**config.mk**
```make
export PLATFORM = sky130hd
export DESIGN_NAME = seq_demux7
export DESIGN_NICKNAME = d
export VERILOG_FILES = /design/src/rtl/seq_demux7.sv
export SDC_FILE = /design/constraint.sdc
export NUM_CORES = 1
export LEC_CHECK = 0
export CAP_MARGIN = 20
export CORE_MARGIN = 4
export CORE_UTILIZATION = 35
export CTS_CLUSTER_DIAMETER = 80
export CTS_CLUSTER_SIZE = 10
export DETAILED_ROUTE_END_ITERATION = 8
export SYNTH_ARGS = -nofsm -noshare
export SYNTH_HDL_FRONTEND = slang
export SYNTH_SLANG_ARGS = --single-unit
```
**constraint.sdc**
```tcl
create_clock -name clk -period 6.8 [get_ports clk]
set_input_delay 1.36 -clock clk [delete_from_list [all_inputs] [get_ports clk]]
set_output_delay 1.36 -clock clk [all_outputs]
set_load 0.02 [all_outputs]
```
**src/rtl/seq_demux7.sv**
```systemverilog
// seq_demux7: registered 1-to-7 demultiplexer.
// One input stream is routed into seven one-entry channel buffers, each with
// its own valid/ready handshake. The target channel comes either from the
// external select (with 3'b111 aliased to channel 0) or from an internal
// round-robin pointer that walks 0..6 on every accepted word.

module seq_demux7 #(
    parameter int W = 8
) (
    input  logic             clk,
    input  logic             rst_n,
    input  logic [W-1:0]     in_data,
    input  logic             in_valid,
    output logic             in_ready,
    input  logic [2:0]       sel,
    input  logic             auto_en,
    input  logic             seq_clr,
    output logic [7*W-1:0]   out_data,
    output logic [6:0]       out_valid,
    input  logic [6:0]       out_ready,
    output logic [2:0]       cur_sel
);

    logic [7*W-1:0] data_q;
    logic [7*W-1:0] data_d;
    logic [6:0]     valid_q;
    logic [6:0]     valid_d;
    logic [2:0]     seq_ptr_q;
    logic [2:0]     seq_ptr_d;

    logic [2:0]     esel;
    logic [7:0]     valid_ext;
    logic [7:0]     ready_ext;
    logic           accept;

    // Effective channel select; manual select 3'b111 folds onto channel 0.
    always_comb begin
        esel = 3'd0;
        if (auto_en) begin
            esel = seq_ptr_q;
        end else if (sel != 3'b111) begin
            esel = sel;
        end
    end

    // Padding to eight entries keeps every select value a legal index.
    assign valid_ext = {1'b0, valid_q};
    assign ready_ext = {1'b0, out_ready};

    // The selected buffer takes a word when empty or being drained this cycle.
    always_comb begin
        in_ready = !valid_ext[esel] || ready_ext[esel];
        accept   = in_valid && in_ready;
    end

    // Next buffer state: every channel drains on its own, at most one loads.
    always_comb begin
        data_d  = data_q;
        valid_d = valid_q & ~out_ready;
        for (int k = 0; k < 7; k++) begin
            if (accept && (esel == 3'(k))) begin
                data_d[k*W +: W] = in_data;
                valid_d[k]       = 1'b1;
            end
        end
    end

    // Sequence pointer: clear wins, otherwise advance 0..6 on auto-mode accepts.
    always_comb begin
        seq_ptr_d = seq_ptr_q;
        if (seq_clr) begin
            seq_ptr_d = 3'd0;
        end else if (accept && auto_en) begin
            seq_ptr_d = (seq_ptr_q == 3'd6) ? 3'd0 : seq_ptr_q + 3'd1;
        end
    end

    // State registers; reset discards all buffered words at once.
    always_ff @(posedge clk or negedge rst_n) begin
        if (!rst_n) begin
            data_q    <= '0;
            valid_q   <= '0;
            seq_ptr_q <= '0;
        end else begin
            data_q    <= data_d;
            valid_q   <= valid_d;
            seq_ptr_q <= seq_ptr_d;
        end
    end

    assign out_data  = data_q;
    assign out_valid = valid_q;
    assign cur_sel   = esel;

endmodule
```
---- After elaboration in Yosys (flattened, before gate mapping) ----
Index checks and enable logic that the tools add are counted.
word-level totals
  flip-flop bits (word level) ............. 66
  output and inout bits ................... 67
cells by class
  muxes and demuxes ....................... 16
  $lt $le $gt $ge ......................... 1
  $add $sub $neg .......................... 1
  bitwise operators ....................... 2
  equality and inequality tests ........... 8
  reduce and logical (&&, ||, !) cells .... 13
operators by type and width
  kind                                                        number
  2-to-1 mux 3 bit                                            5
  equality test 3 bit, second input constant                  4
  logical AND 1 bit                                           9
  2-to-1 mux 1 bit                                            9
  bitwise AND 7 bit                                           1
  inverter 7 bit                                              1
  binary-select mux 1 bit (select 3 bit)                      2
  equality test 3 x 2 -> 1 bit, second input constant         2
  less-than comparator 3 x 4 -> 1 bit, second input constant  1
  adder 3 x 1 -> 3 bit, second input constant                 1
  equality test 3 x 1 -> 1 bit, second input constant         1
  logical NOT 3 bit                                           1
  != test 3 bit, second input constant                        1
  nonzero test 2 bit                                          1
  logical NOT 1 bit                                           1
  logical OR 1 bit                                            1

---- Longest topological paths before layout ----
  depth after elaboration ................. 11
  mapped depth ............................ 9
  mapped depth without buffers ............ 7

---- Least setup slack after synthesis ----
No wires, ideal clock.
  path kind ............................... in2out
  from .................................... in auto_en
  to ...................................... out in_ready
  path buffers ............................ 2
  arrival time ............................ 2,910 ps
  cell stages on the path ................. 8
  required time ........................... 5,440 ps
  path slack .............................. 2,530 ps
  cell sequence ........................... buf_2 -> nand2_1 -> o21a_4 -> clkinv_1 -> mux2i_1 -> o221a_2 -> buf_2 -> nor2_1
on the way
  cells in the longest elaborated chain, start to end .. 5
RTL lines
  element                                 line  RTL
  from (decl)                             16    input logic auto_en,
  2-to-1 mux 3 bit (*)                    39    if (auto_en) begin
  named net cur_sel[1]                    21    output logic [2:0] cur_sel
  binary-select mux 1 bit (select 3 bit)  52    in_ready = !valid_ext[esel] || ready_ext[esel];
  2-to-1 mux 1 bit (implied by the code)  52
  logical NOT 1 bit                       52
  logical OR 1 bit (*)                    52
  to (decl)                               14    output logic in_ready,
The timed path passes the listed nets; every way through them passes the cells marked *. The select of a mux whose other input is x is not followed.

---- Worst setup path after layout ----
  from .................................... in auto_en
  to ...................................... out in_ready
on the way
  cells in the longest elaborated chain, start to end .. 5
RTL lines
  element                                 line
  2-to-1 mux 3 bit (*)                    39
  binary-select mux 1 bit (select 3 bit)  52
  2-to-1 mux 1 bit (implied by the code)  52
  logical NOT 1 bit                       52
  logical OR 1 bit (*)                    52
Every way passes the cells marked *; elsewhere a longest branch is shown, timed or not. The select of a mux whose other input is x is not followed.

==> metrics.log <==
[metrics] result of the run: finished clean
[metrics] antenna violations before repair: 0
[metrics] number of hold-repair buffers added at the cts stage: 0
[metrics] total number of H-tree levels: 3
[metrics] Avg Inst Size Synth: 14.3 um2
[metrics] count of antenna-violating nets left after detailed routing: 0
[metrics] share of cells above drive strength 1: 0.291
[metrics] total number of vias: 1987
[metrics] most used flip-flop cell after synthesis: dfrtp_1
[metrics] final setup margin: 1.61 ns
[metrics] worst setup slack before clock tree synthesis: 1.60 ns
[metrics] synthesis-to-finish area growth: 42.9%
[metrics] Crit Path Category: input pin to primary output
[metrics] min-delay src: out_data[7]
[metrics] Yosys top cell area share: 0.579
[metrics] Seq/Total Area, Yosys: 0.579
[metrics] slew at the pin closest to its max-slew limit: 0.843 ns
[metrics] total routed wirelength: 7340 um
[metrics] Die Width: 98.3 um
[metrics] gate count after technology mapping: 200
[metrics] total count of max-transition violations in the final report: 0
[metrics] IO Pins: 90
[metrics] post-detail-place hpwl: 4940 um
[metrics] DRC marker count from the first detailed-route iteration: 38
[metrics] launching point of the worst reg2reg path: seq_ptr_q[0]
[metrics] starting density of the core: 0.365
[metrics] top cells by area in the synthesized netlist: dfrtp_1, mux2_2, nor4_4
[metrics] Filler Cell Count: 695
[metrics] number of nets in the finished design: 320
[metrics] Crit Path Max Fanout: 11
[metrics] met2 wire len: 3400 um
[metrics] clock input transition at the sequential cells of the worst setup and hold paths: 0.07 ns
[metrics] sum of met3 wire segment lengths after detailed routing: 609 um
[metrics] routed length on met1: 3270 um
[metrics] hold violation total from the final report: 0
[metrics] Yosys warnings: 0
[metrics] Syn Nets: 223
[metrics] element type at the critical path end: primary output
[metrics] skew final: 0.0104 ns
[metrics] GRT Resource Usage Total: 0.157
[metrics] clock buffer count from CTS: 9
[metrics] fraction of the cycle the final worst path needs: 0.764
[metrics] total number of placement rows: 32
[metrics] DRC errors left: 0
[metrics] remaining max-slew budget at the tightest pin: 0.438
[metrics] Leakage: 1.71 nW
[metrics] setup TNS: 0 ns
[metrics] number of vias per cell after detailed routing: 4.92
[metrics] Post-synth EDFFs: 0
[metrics] highest clock rate: 0.193 GHz
[metrics] global-route wire length before repair: 11700 um
[metrics] pin count of the biggest net entering global routing: 67
[metrics] type of the most critical hold path: register to register
[metrics] power density of the placed cells: 352 nW/um2
[metrics] data required time of the critical path: 5.44 ns
[metrics] critical path arrival: 3.83 ns
[metrics] Die ar.: 9660 um2
[metrics] Post-Syn Area: 2850 um2
[metrics] Core Footprint: 7810 um2
[metrics] cell type with the highest aggregate area in the netlist: dfrtp_1
[metrics] number of post-CTS setup repair buffers: 0
[metrics] RD Place Congestion: 0.855
[metrics] clk_lat worst skew: 0.33 ns
[metrics] post-layout minimum cycle time: 5.19 ns
[metrics] Worst Setup Start Kind: input pin
[metrics] number of iterations in the first detailed-routing pass: 4
[metrics] post-placement cell count: 388
[metrics] Diodes inserted: 0
[metrics] final setup violation count: 0
[metrics] Port Buffers: 89
[metrics] Cell variety after synth: 45
[metrics] clock root buffer master: clkbuf_8
[metrics] RSZ-0062 raised after global routing: false
[metrics] count of cells resized by post-cts repair: 0
[metrics] clock tree from TritonCTS: built
[metrics] Routed WL per cell: 18.2 um
[metrics] CTS max path bufs: 2
[metrics] Max-cap violations: 0
[metrics] Total Power: 1.43 mW
[metrics] gr ovfl total: 0
[metrics] flop and latch count out of synthesis: 66
[metrics] total number of clock tree sinks: 66
[metrics] crit path from: auto_en
[metrics] via count of the first global-routing pass: 2064
[metrics] share of async-settable or async-resettable flops after synthesis: 1.00
[metrics] non-filler instance count after layout: 404
[metrics] IR Drop Worst-Case VDD: 0.219 mV
[metrics] Die Ht: 98.3 um
[metrics] Top Metal Used: met4
cells by family after synthesis:
logic type | synth area share
compound gates | 0.0851
simple gates | 0.0851
buf+inv | 0.0224
mux | 0.228
flops | 0.579
final cells by class:
type	count	area, um2	share of cell area
Sequential cell	66	1650	0.405
Multi-Input combinational cell	120	1140	0.279
Clock inverter	6	87.6	0.0215
Tap cell	102	128	0.0313
Timing Repair Buffer	91	901	0.221
Clock buffer	10	138	0.0338
Inverter	9	33.8	0.00829
flip-flops by register name, indices dropped and copies added, names as in the netlist:
| register | count |
|---|---|
| seq_ptr_q | 3 |
| out_valid | 7 |
| out_data | 56 |
critical path, cell delays in order:
cell             delay (ns)
clkdlybuf4s50_1        0.64
nand2b_1               0.21
o21a_4                 0.21
clkinv_1               0.16
mux2i_1                0.16
o221a_2                0.35
nor2_1                 0.13
clkdlybuf4s50_1        0.61
layer usage:
layer / GRT usage / up-vias
met1: 0.213 / 982
met3: 0.0621 / 7
li1: - / 927
met4: 0.0473 / 0
met2: 0.233 / 71
met5: 0 / -
Yosys cell counts, drive strengths merged (2+ instances only):
master and n:
nor4 2, o31ai 2, a211oi 3, nor3b 2, nor2 5, o21ai 4
mux2i 2, a21oi 6, o22ai 2, o211ai 2, or2 2, and2 2
a21boi 2, a21o 2, dfrtp 66, nand2b 3, nand2 5, or4b 2
nand3 2, o41ai 2, buf 5, mux2 56, inv 8
cell usage in the layout, fill, tap and decap left out, types with 2 or more instances in the layout:
cell             instances
o22ai_1                  2
nand2_1                  5
o41ai_1                  2
nor4_4                   2
mux2_2                  53
inv_1                    7
o31ai_1                  2
buf_4                    2
bufinv_16                2
clkdlybuf4s50_1         88
o21ai_0                  3
a211oi_2                 2
dfrtp_1                 66
nand2b_1                 3
and2_1                   2
nand3_1                  2
or4b_1                   2
nor2_1                   3
mux2i_1                  2
mux2_1                   3
clkinv_2                 2
or2_2                    2
o211ai_1                 2
clkbuf_8                10
nor2_2                   2
a21o_1                   2
nor3b_4                  2
a21oi_1                  5
worst paths after layout:
path	to	slack (ns)	cells past startpoint
worst max-delay path	in_ready	1.61	8
worst min-delay path	out_data[7]	0.48	1
worst max register to register	out_data[22]	4.02	8
worst min register to register	out_data[7]	0.48	1
max in group asynchronous	out_valid[4]	5.04	2
min in group asynchronous	out_data[49]	1.20	2
report_power, final:
part / total (mW) / switching [mW] / leakage, nW / internal [mW]
clock: 0.373 / 0.156 / 0.117 / 0.217
sequential: 0.548 / 0.0533 / 0.824 / 0.494
combinational: 0.512 / 0.244 / 0.768 / 0.268
through the flow:
step,util,hold WS (ns),area (um2)
final,0.522,0.485,4080
after global placement,0.493,0.472,3850
after CTS,0.522,0.492,4080
after detailed placement,0.493,0.475,3850
after floorplan,-,0.550,2850
after global routing,0.522,0.516,4080
(Power assumes the default switching activity.)
